===== src/rtl/cpu_pkg.sv =====
// Shared CPU definitions: fetch FSM state encoding, default datapath widths
// and the NOP word that decode also uses as its bubble instruction.
package cpu_pkg;

  localparam int CPU_ADDR_W  = 8;
  localparam int CPU_INSTR_W = 16;

  localparam logic [CPU_INSTR_W-1:0] NOP_INSTR = '0;

  typedef enum logic [2:0] {
    ST_IDLE  = 3'd0,
    ST_REQ   = 3'd1,
    ST_HAVE  = 3'd2,
    ST_REDIR = 3'd3,
    ST_ERR   = 3'd4
  } fetch_state_t;

endpackage


===== src/rtl/fetch_timer.sv =====
// Saturating cycle counter for the fetch request watchdog. 'expired' is raised
// during the TIMEOUT-th consecutive enabled cycle after a clear.
module fetch_timer
  import cpu_pkg::*;
#(
  parameter int TIMEOUT = 15
) (
  input  logic clock,
  input  logic reset,
  input  logic clear,
  input  logic en,
  output logic expired
);

  localparam int CNT_W = $clog2(TIMEOUT + 1);
  localparam logic [CNT_W-1:0] LAST = CNT_W'(TIMEOUT - 1);
  localparam logic [CNT_W-1:0] SAT  = CNT_W'(TIMEOUT);

  logic [CNT_W-1:0] count;

  always_ff @(posedge clock or negedge reset) begin
    if (!reset) begin
      count <= '0;
    end else if (clear) begin
      count <= '0;
    end else if (en && (count != SAT)) begin
      count <= count + 1'b1;
    end
  end

  assign expired = en && (count == LAST);

endmodule


===== src/rtl/fetch_unit.sv =====
// Instruction fetch stage: one memory read per PC value, valid/ready hand-off
// to decode, and PC incr/load control including branch redirects.
module fetch_unit
  import cpu_pkg::*;
#(
  parameter int ADDR_W  = CPU_ADDR_W,
  parameter int INSTR_W = CPU_INSTR_W,
  parameter int TIMEOUT = 15
) (
  input  logic               clock,
  input  logic               reset,
  input  logic               enable,
  input  logic [ADDR_W-1:0]  pc,
  output logic               pc_incr,
  output logic               pc_load,
  output logic [ADDR_W-1:0]  pc_target,
  output logic               mem_req,
  output logic [ADDR_W-1:0]  mem_addr,
  input  logic               mem_ack,
  input  logic [INSTR_W-1:0] mem_rdata,
  output logic               instr_valid,
  input  logic               instr_ready,
  output logic [INSTR_W-1:0] instr,
  output logic [ADDR_W-1:0]  instr_pc,
  input  logic               br_taken,
  input  logic [ADDR_W-1:0]  br_target,
  output logic               fetch_err
);

  fetch_state_t      state, state_n;
  logic              flush, flush_n;
  logic [ADDR_W-1:0] tgt, tgt_n;
  logic [ADDR_W-1:0] addr_n;
  logic              incr_n;
  logic              err_n;
  logic              take;
  logic              expired;
  logic              in_req;

  assign in_req = (state == ST_REQ);

  fetch_timer #(
    .TIMEOUT (TIMEOUT)
  ) u_timer (
    .clock   (clock),
    .reset   (reset),
    .clear   (!in_req),
    .en      (in_req),
    .expired (expired)
  );

  always_comb begin
    state_n = state;
    flush_n = flush;
    tgt_n   = tgt;
    addr_n  = mem_addr;
    incr_n  = 1'b0;
    err_n   = fetch_err;
    take    = 1'b0;

    if (br_taken && (state != ST_ERR)) begin
      tgt_n = br_target;
    end

    case (state)
      ST_IDLE: begin
        // mem_addr shadows the PC while parked so REQ never reads pc combinationally
        addr_n = pc;
        if (br_taken) begin
          state_n = ST_REDIR;
        end else if (enable) begin
          state_n = ST_REQ;
        end
      end
      ST_REQ: begin
        if (mem_ack) begin
          flush_n = 1'b0;
          if (flush || br_taken) begin
            state_n = ST_REDIR;
          end else begin
            take    = 1'b1;
            incr_n  = 1'b1;
            addr_n  = mem_addr + 1'b1;
            state_n = ST_HAVE;
          end
        end else if (expired) begin
          err_n   = 1'b1;
          flush_n = 1'b0;
          state_n = ST_ERR;
        end else if (br_taken) begin
          flush_n = 1'b1;
        end
      end
      ST_HAVE: begin
        if (br_taken) begin
          state_n = ST_REDIR;
        end else if (instr_ready) begin
          state_n = enable ? ST_REQ : ST_IDLE;
        end
      end
      ST_REDIR: begin
        // a fresh branch here rides the next request as a flush and redirects again
        addr_n  = tgt;
        flush_n = br_taken;
        state_n = ST_REQ;
      end
      ST_ERR: begin
        state_n = ST_ERR;
      end
      default: begin
        state_n = ST_IDLE;
      end
    endcase
  end

  always_ff @(posedge clock or negedge reset) begin
    if (!reset) begin
      state     <= ST_IDLE;
      flush     <= 1'b0;
      tgt       <= '0;
      mem_addr  <= '0;
      pc_incr   <= 1'b0;
      fetch_err <= 1'b0;
    end else begin
      state     <= state_n;
      flush     <= flush_n;
      tgt       <= tgt_n;
      mem_addr  <= addr_n;
      pc_incr   <= incr_n;
      fetch_err <= err_n;
    end
  end

  always_ff @(posedge clock or negedge reset) begin
    if (!reset) begin
      instr    <= INSTR_W'(NOP_INSTR);
      instr_pc <= '0;
    end else if (take) begin
      instr    <= mem_rdata;
      instr_pc <= mem_addr;
    end
  end

  assign mem_req     = in_req;
  assign instr_valid = (state == ST_HAVE);
  assign pc_load     = (state == ST_REDIR);
  assign pc_target   = tgt;

endmodule


===== config.mk =====
export PLATFORM = sky130hd
export DESIGN_NAME = fetch_unit
export DESIGN_NICKNAME = d
export VERILOG_FILES = /design/src/rtl/cpu_pkg.sv /design/src/rtl/fetch_timer.sv /design/src/rtl/fetch_unit.sv
export SDC_FILE = /design/constraint.sdc
export NUM_CORES = 1
export LEC_CHECK = 0
export CORE_MARGIN = 1
export CORE_UTILIZATION = 30
export DETAILED_ROUTE_END_ITERATION = 7
export GPL_TIMING_DRIVEN = 0
export MAX_ROUTING_LAYER = met4
export PLACE_DENSITY = 0.54
export SETUP_SLACK_MARGIN = 0.5
export SYNTH_ARGS = -nofsm -noshare
export SYNTH_HDL_FRONTEND = slang
export SYNTH_SLANG_ARGS = --single-unit
export TNS_END_PERCENT = 100

===== constraint.sdc =====
create_clock -name clock -period 3.9 [get_ports clock]
set_clock_uncertainty 0.15 [all_clocks]
set_input_delay 0.975 -clock clock [delete_from_list [all_inputs] [get_ports clock]]
set_output_delay 0.975 -clock clock [all_outputs]
set_load 0.05 [all_outputs]

==> out/results.txt, run 1 <==
The tools report the met1 layer usage reported by global route as 20.67%. The layout overhead on the synthesized area was 44.30%. The number of nets in the synthesized netlist is 237. In this run, the number of DRC markers left after iteration 0 of detailed routing was 107. In this run the clock root is driven by a sky130_fd_sc_hd__clkbuf_8.

In this run the tightest slew margin relative to its limit is 64.33%. Dividing total power by cell area gives a power density of 804.1 nW/um^2. After clock tree synthesis, the clock-pin slew on the worst setup and hold paths is 0.09 ns. The tools report the required time of the critical path as 2.77 ns. Count of buffer and inverter cells on the critical path: 4. Width of the die: 91.35 um. The via count of the first global-routing pass is 1,796, and the setup TNS is 0 ns.

The number of maximum-capacitance constraint violations came out at 0. Once detail routing completed, the nets flagged for antenna violations numbered 0. The synthesized design contains 50 register bits. The number of setup violations in the final report was 0; the initial core utilization was 30.99%. The first global-routing pass estimated 9.335 mm of wire. The antenna cell count was 0; the count of different cell masters after synthesis was 41. By instance count, the cell type seen most on the critical path is sky130_fd_sc_hd__buf_6.

In this run the mean area of a mapped cell was 12.22 um^2. The tools report the worst setup slack after placement as 0.7452 ns. The worst setup path is of the reg -> out kind. The number of placed instances, taps included, is 381. The congestion estimate from routability-driven global placement came to 0.7330. Among cell families on the critical path, the largest total delay comes from buffers and inverters. The worst voltage drop across the vdd grid is 0.2277 mV. The net count of the finished layout is 327. Pin placement for this block handled 83 I/O pins. Once layout is complete, the cells apart from fillers number 389. The final design area excluding fillers was 3456 um^2; the met3 track utilization from global routing was 3.601%.

The detailed placer's ending HPWL was 3.974 mm; the slew at the pin closest to its max-slew limit was 0.5327 ns. Counting flops with a built-in enable in the synthesized netlist gives 0. Buffers inserted during clock tree synthesis total 5. The insertion delay of the later-clocked pin in the worst-skew pair is 0.30 ns, and the minimum period implied by the final worst setup slack is 3.307 ns. In the global route stage, met2 resource usage came out at 20.83%. Number of buffers on the longest clock path: 2. Detailed routing inserted a total of 1,837 vias. The maximum number of pins on one net before global-route repair was 32. Traced cell by cell, the critical path runs through buf_6 > or3b_1 > buf_6 > clkinv_4 > clkdlybuf4s50_1.

The core region is 7727 um^2. The first TritonRoute pass finished after 4 iterations. During synthesis, Yosys emitted a total of 0 warnings. Data on the critical path arrives at its endpoint at 2.18 ns. The die is 91.35 um tall.

The share of flip-flops with an asynchronous set or reset after synthesis works out to 100.0%. Wire length per cell: 14.14 um. In this run the most used layer during global routing was met2. For this design the static power due to leakage is 1.517 nW. STA classifies the critical path startpoint as a flop.

Category of the worst setup path capture point: an output pin. Buffers placed on the I/O ports in this run total 82. The number of antenna violations at the first check in global routing was 0.

The number of hold-slack violations in the final timing report was 0; the layout cell share with drive strength beyond 1 was 17.77%. The die covers 8344 um^2. The worst path uses 84.80% of the clock period. Setup repair after global routing left no endpoint under its margin.

The count of standard-cell rows came out at 32. The H-tree was split into 2 levels. In the synthesized netlist, the number of instances is 196. In this run the cell area measured after placement is 3358 um^2.

The fmax is 0.3024 GHz, and the post-detailed-route via-to-cell ratio is 4.722. The overflow left after global routing is 0. The flow ran to the end, and the final reports show no timing, DRC or antenna violations. The number of design rule violations left after detail routing was 0; the sequential fraction of the synthesis area was 52.25%.

The worst-case setup margin in the final layout was 0.5928 ns; the global-route usage over all layers was 14.52%. The clock drives 50 sinks. Along the worst path, the maximum fanout reaches 8. The mapped netlist covers 2395 um^2.

TritonCTS built the clock tree. The worst min-delay path class was reg -> reg. After detailed routing, the total wire length is 5.500 mm. The biggest cell delay along the critical path was 0.79 ns; the max-slew violation count was 0. The main flop type after synthesis was sky130_fd_sc_hd__dfrtp_1.

Cell with the largest stage delay on the worst path: sky130_fd_sc_hd__clkdlybuf4s50_1. After clock tree synthesis, the flow added hold-fix buffers numbering 0. The run gives 0 as the total setup buffers inserted after CTS.
## metal layers
metal	routed length, um	part of all wire, %
met1	2672	49
met2	2442	44
met3	341	6.2
met4	44	0.80
met5	0	0
## worst paths after layout
check / from / to / slack, ns / cells past startpoint
max: state[1]$_DFFE_PN0P_ / mem_req / 0.59 / 5
min: fetch_err$_DFFE_PN0P_ / fetch_err$_DFFE_PN0P_ / 0.31 / 1
max reg2reg: state[1]$_DFFE_PN0P_ / mem_addr[1]$_DFFE_PN0P_ / 1.92 / 5
min reg2reg: fetch_err$_DFFE_PN0P_ / fetch_err$_DFFE_PN0P_ / 0.31 / 1
max in group asynchronous: reset / pc_target[1]$_DFFE_PN0P_ / 2.61 / 2
min in group asynchronous: reset / instr[0]$_DFFE_PN0P_ / 0.46 / 1
## state kept, by name (all words and copies together), names as in the netlist
| register | flops |
|---|---|
| instr | 16 |
| instr_pc | 8 |
| mem_addr | 8 |
| pc_target | 8 |
| u_timer.count | 4 |
| state | 3 |
| fetch_err | 1 |
| flush | 1 |
| pc_incr | 1 |
## area by class of cell
class | count | area, um^2
multi-input combinational | 130 | 1047
clock inverter | 2 | 16.27
tap | 102 | 127.6
buffer | 10 | 68.82
clock buffer | 6 | 82.58
inverter | 6 | 27.53
timing repair buffer | 83 | 834.6
sequential | 50 | 1251
fill | 725 | 4272
## cell usage in the layout (no fill, tap or decap), drive strengths merged, types with 2 or more instances in the layout
cell type	instances
nor2	16
o211ai	2
nor3b	4
and3	5
nand2	9
clkdlybuf4s50	80
ha	3
a21oi	7
clkbuf	11
nor3	2
o311a	2
buf	7
nor2b	3
o21ai	13
mux2	32
a31oi	3
dfrtp	50
inv	6
o21bai	2
nand2b	3
nand3	7
a211oi	3
## logic make-up (layout without fill, tap and decap cells)
family / count (synthesis) / after routing / share of synthesized area, %
AO/OA/AOI/OAI: 40 / 40 / 11.23
XOR/XNOR: 1 / 1 / 0.3658
adder cells (fa/ha/maj): 3 / 3 / 1.568
buffers and inverters: 16 / 107 / 4.023
flip-flops: 50 / 50 / 52.25
multiplexers: 33 / 33 / 18.44
AND/OR/NAND/NOR: 53 / 53 / 12.12
## power breakdown
part / total, mW / internal [mW] / switching [mW]
clock: 0.324 / 0.146 / 0.178
sequential: 0.883 / 0.714 / 0.169
combinational: 1.57 / 0.618 / 0.953
## synthesized netlist by cell type, drive strengths merged (2+ instances only)
master	n	area (um^2)
nand2	9	41.29
nand3	7	35.03
nor3	2	10.01
dfrtp	50	1251
nor3b	4	41.29
ha	3	37.54
a31oi	3	18.77
nand2b	3	18.77
mux2	32	431.7
o21bai	2	15.01
nor2	16	60.06
and3	5	31.28
clkbuf	5	18.77
nor2b	3	18.77
buf	5	50.04
inv	5	18.77
a211oi	3	22.52
o21ai	13	65.06
a21oi	7	35.03
o311a	2	20.02
o211ai	2	15.01
## what timing repair did
| action | in CTS | in global routing |
|---|---|---|
| setup endpoints to repair | 1 | 0 |
| endpoints found under the hold margin | 0 | 0 |
| gates resized for setup | 1 | 0 |
## per-stage QoR
stage | util (%) | hold WS [ns] | total power [mW]
4_1_cts | 44.72 | 0.3199 | 2.812
5_1_grt | 44.72 | 0.3457 | 2.941
3_3_place_gp | 43.26 | 0.2915 | 2.456
3_5_place_dp | 43.46 | 0.2973 | 2.474
2_1_floorplan | - | 0.3268 | 1.940
6_report | 44.72 | 0.3145 | 2.779
Power figures use the tool's default switching activity.
==> run 2, diff against run 1 <==
Settings changed: PLACE_DENSITY 0.54 to 0.56.
Clock period 3.9 ns to 3 ns, I/O delays scaled along.
==> run 2 against run 1 <==
Compared with the run above: clock-buffer cell count shrank 1; non-clock buffer count grew 1; via count stayed put; core utilization rose by 0.42 points; largest power group unchanged.
==> out/results.txt, run 2 (synthesis gave the netlist of run 1 again) <==
The data arrival time at the worst-slack endpoint is 1.53 ns (-0.65 ns). The power density over the cells was 1051 nW/um^2 (+31%). Total wire length after detailed routing: 5.450 mm (-0.91%). TritonCTS built the clock tree. The final-stage net count is 328 (+0.31%), and the biggest cell delay along the critical path is 0.38 ns (-0.41 ns).

Setup repair after global routing could not meet its margin everywhere. Overflow left after global routing: 0 (unchanged). The reg-to-reg setup timing slack was 1.07 ns (-0.85 ns); the tightest hold margin was 0.2449 ns (-0.06960 ns).

Walking the worst path, the cells encountered are buf_6 > or3b_1 > buf_6 > clkinv_4 > buf_8. The slew at the pin closest to its max-slew limit is 0.5334 ns (+0.0006980 ns). The tools report the number of iterations in the first detailed-routing pass as 4 (unchanged). The maximum number of pins on one net before global-route repair was 32 (unchanged); the count of standard-cell rows was 32 (unchanged). The register with the most flip-flops in the final layout is instr. The tools report the detailed placer's ending HPWL as 3.982 mm (+0.19%). The total via count in the routed design came out at 1,837 (unchanged).

In the finished design, the share of the clock period the worst path needs comes to 81.09%. Clock transition at the registers of the reported paths: 0.10 ns (about the same). Number of nets with antenna violations after routing: 0 (unchanged). The maximum fanout along the worst path works out to 8 (unchanged). For the insertion delay of the later-clocked pin in the worst-skew pair, the log shows 0.30 ns (about the same). The count of hold-fix buffers inserted at cts is 0 (unchanged). Number of buffers on the longest clock path: 2 (unchanged).

Via count of the first global-routing pass: 1,796 (unchanged). The number of flip-flops under the largest register name works out to 16 (unchanged). The path class of the tightest hold or removal check is in -> async.

The first-pass GRT wire length was 9.080 mm (-2.7%); the required time of the critical path was 2.10 ns (-0.67 ns). The number of antenna violations at the first check in global routing is 0 (unchanged), and the H-tree depth is 2 (unchanged). Among all stages on the critical path, the largest delay is contributed by sky130_fd_sc_hd__dfrtp_1. Total power after layout: 3.665 mW (+32%). The layout cell share with drive strength beyond 1 came out at 20.14% (+2.4 points). The height of the die was 91.35 um (unchanged); the fmax was 0.4111 GHz.

The initial core utilization was 30.99% (unchanged); the number of maximum-capacitance constraint violations was 0 (unchanged). The tools report the number of design rule violations left after detail routing as 0 (unchanged). The worst setup path is launched from a flop. The tools report the worst voltage drop across the vdd grid as 0.2730 mV (+20%). The number of non-filler instances in the completed layout is 390 (+0.26%). CTS placed an instance of sky130_fd_sc_hd__clkbuf_8 at the clock tree root.

The most frequent standard cell in the layout excluding fill and tap cells was sky130_fd_sc_hd__clkdlybuf4s50_1. The static leakage power came out at 1.578 nW (+4.0%). The run gives 83 (unchanged) as the number of top-level pins. The logs give 0 (unchanged) for the antenna cell count and 381 (unchanged) for the cell total after placement. The tools report the global-route usage over all layers as 14.00% (-0.52 points). In this design, the critical path's most frequently occurring cell is sky130_fd_sc_hd__buf_6. The count of buffer and inverter cells on the critical path is 4 (unchanged), and the CTS buffer count is 5 (unchanged). Global placement routability congestion: 0.7411 (+1.1%).

The category of the critical setup timing path was reg -> out. Max-slew headroom at the worst pin: 64.33% (about the same). The iteration-0 DRC count of the detailed router is 63 (-41%), and the post-detailed-route via-to-cell ratio is 4.710 (-0.26%). STA classifies the critical path endpoint as an output pin. The total of buffers placed on input and output ports is 82 (unchanged). Compared with the post-synthesis result, the final layout area differs by 45.66%.

The wire length per cell came out at 13.97 um (-1.2%). The run gives 0 (unchanged) as the max-slew violation count. The minimum period implied by the final worst setup slack came out at 2.433 ns. Floorplan core area: 7727 um^2 (unchanged). The run gives 8344 um^2 (unchanged) as the floorplan die area. The number of setup violations in the final report was 0 (unchanged); the width of the die was 91.35 um (unchanged). Grouping stages by cell kind, the critical path spends the most delay in buffers and inverters. The run gives 725 (unchanged) as the final-layout fill cell count. The run finished with clean final reports. The library cells used most frequently in the layout, excluding fill and tap cells, are sky130_fd_sc_hd__clkdlybuf4s50_1, sky130_fd_sc_hd__dfrtp_1, sky130_fd_sc_hd__mux2_4.

The number of clock sinks is 50 (unchanged), and the number of hold-slack violations in the final timing report is 0 (unchanged). The setup TNS was 0 ns (unchanged).
[run 2: routing by layer]
| layer | share of wire (%) | track usage (%) |
|---|---|---|
| met1 | 48 | 18.80 |
| met3 | 6.9 | 4.020 |
| met2 | 44 | 20.77 |
| met5 | 0 | - |
| met4 | 1.0 | 3.571 |
[run 2: report_power, final]
| group | internal [mW] | switching [mW] |
|---|---|---|
| combinational | 0.791 | 1.24 |
| sequential | 0.929 | 0.215 |
| clock | 0.250 | 0.239 |
[run 2: worst paths after layout]
check,from,to,cells after the start
max reg2reg,state[1]$_DFFE_PN0P_,instr[2]$_DFFE_PN0P_,7
min,reset,instr[4]$_DFFE_PN0P_,1
min reg2reg,fetch_err$_DFFE_PN0P_,fetch_err$_DFFE_PN0P_,1
min in group clock,fetch_err$_DFFE_PN0P_,fetch_err$_DFFE_PN0P_,1
max in group asynchronous,reset,mem_addr[4]$_DFFE_PN0P_,2
max,state[1]$_DFFE_PN0P_,mem_req,5
[run 2: repair_timing]
| action | in CTS | in global routing |
|---|---|---|
| resized for setup | 21 | 13 |
| endpoints found under the setup margin | 12 | 4 |
| pin swaps | 1 | 0 |
| buffers inserted | 1 | 0 |
[run 2: cell type report]
cell class              instances  area [um^2]  share of cell area [%]
flip-flops and latches         50         1252                   35.90
multi-input cells             130         1047                   30.02
repair buffers                 84        844.6                   24.21
well taps                     102        127.6                   3.659
plain buffers                  10        76.32                   2.188
clock buffers                   5        68.82                   1.973
clock inverters                 3        43.79                   1.255
inverters                       6        27.53                  0.7891
[run 2: through the flow]
step / instance area [um^2] / utilization, % / setup WS (ns)
6_report: 3488 / 45.14 / 0.5674
5_1_grt: 3488 / 45.14 / 0.4697
4_1_cts: 3466 / 44.85 / 0.4090
3_5_place_dp: 3358 / 43.46 / 0.05763
3_3_place_gp: 3343 / 43.26 / -0.5519
2_1_floorplan: 2395 / - / 0.7857
==> RTL change, RTL diff (config.mk and constraints of run 1) <==
`CPU_ADDR_W`: 8 -> 7.
--- a/src/rtl/cpu_pkg.sv
+++ b/src/rtl/cpu_pkg.sv
@@ -2,7 +2,7 @@
 // and the NOP word that decode also uses as its bubble instruction.
 package cpu_pkg;
 
-  localparam int CPU_ADDR_W  = 8;
+  localparam int CPU_ADDR_W  = 7;
   localparam int CPU_INSTR_W = 16;
 
   localparam logic [CPU_INSTR_W-1:0] NOP_INSTR = '0;
Ports: changed (5 resized); port bits go from 83 to 78. No check against the original RTL was run, so the function may have changed too.
==> RTL change against run 1 <==
- total power fell by 7.5%
- cell area fell by 6.7%
- critical path type unchanged
- critical path depth did not move
- largest power group unchanged
- area after synthesis fell by 6.7%
- wire length fell by 7.4%
- cell count fell by 5.9%
- setup slack improved by 0.077 ns
- first-iteration DRC count fell by 26%
- sequential cell count fell by 3
==> RTL change: results (changes against run 1) <==
metric	value	unit	change
# nets final	305		was 327
Adder-Cell Fraction of Synth Area	0.0168		was 0.0157
GP Congestion	0.791		was 0.733
pre-CTS WS	0.445	ns	was 0.745 ns
R2R Setup Slk	1.88	ns	was 1.92 ns
largest net degree at the start of global routing	35		was 32
Worst Path Arrival	2.11	ns	was 2.18 ns
post-synth cell types	34		was 41
status	complete, no violations		unchanged
Port Buffers	77		was 82
vias	1657		was 1837
number of global-route vias before repair	1593		was 1796
most instantiated cells after synthesis	47 x dfrtp_1, 19 x mux2_4, 11 x mux2_2, 11 x nand2_1, 11 x nor2_1		was 50 x dfrtp_1, 19 x mux2_4, 16 x nor2_1, 13 x mux2_2, 10 x o21ai_0
Synth Area in Compound Gates	0.0924		was 0.112
share of cells above drive strength 1	0.187		was 0.178
Total Routing Usage GR	0.137		was 0.145
XOR/XNOR share of the synthesized area	0.00784		was 0.00366
WHS	0.314	ns	about the same
Rel. slew slack	0.542		was 0.643
Design Power	2.57	mW	was 2.78 mW
design internal power	1.38	mW	was 1.48 mW
Power Clock	293	uW	was 324 uW
Placed Area	3140	sq um	was 3360 sq um
Iter 0 DRT Violations	79		was 107
# fillers	692		was 725
Slowest-stage cell, CP	or3b_2		was clkdlybuf4s50_1
Syn Nets	220		was 237
Post-DP HPWL	3.74	mm	was 3.97 mm
peak supply drop	252	uV	was 228 uV
total detailed-routing wirelength	5.09	mm	was 5.50 mm
post-synthesis mux area share	0.192		was 0.184
Final Hold Fails	0		unchanged
top cells by area, synth	dfrtp_1 53%, mux2_4 13%, mux2_2 5.5%		was dfrtp_1 52%, mux2_4 12%, mux2_2 6.1%
Final Cycle Share	0.828		was 0.848
maximum fanout along the worst path	10		was 8
RR Endpoint	instr[9]$_DFFE_PN0P_		was mem_addr[1]$_DFFE_PN0P_
Sequential Power Share	0.319		was 0.318
Leak	1.44	nW	was 1.52 nW
## RTL change: repair_timing
action,4_1_cts,5_1_grt
cloned,0,0
gates resized for setup,4,2
setup endpoints to repair,2,1
## RTL change: layer usage
metal  GRT usage  vias to the layer above  share of wire
li1            -                      811              -
met1       0.170                      782           0.46
met2       0.219                       59           0.46
met3      0.0345                        5          0.072
met4      0.0396                        0         0.0088
met5           -                        -              0
## RTL change: per-stage QoR
| step | cells | utilization |
|---|---|---|
| after global routing | 366 | 0.447 |
| after floorplan | 181 | - |
| after detailed placement | 358 | 0.436 |
| after global placement | 357 | 0.434 |
| final | 366 | 0.447 |
| after CTS | 366 | 0.448 |
## RTL change: final cells by class
type	instances	area, sq um	share of cell area
Buffer	9	82.6	0.0256
Clock buffer	6	72.6	0.0225
Clock inverter	2	12.5	0.00388
Inverter	7	26.3	0.00815
Multi-Input combinational cell	118	950	0.295
Sequential cell	47	1180	0.365
Tap cell	99	124	0.0384
Timing Repair Buffer	78	779	0.242
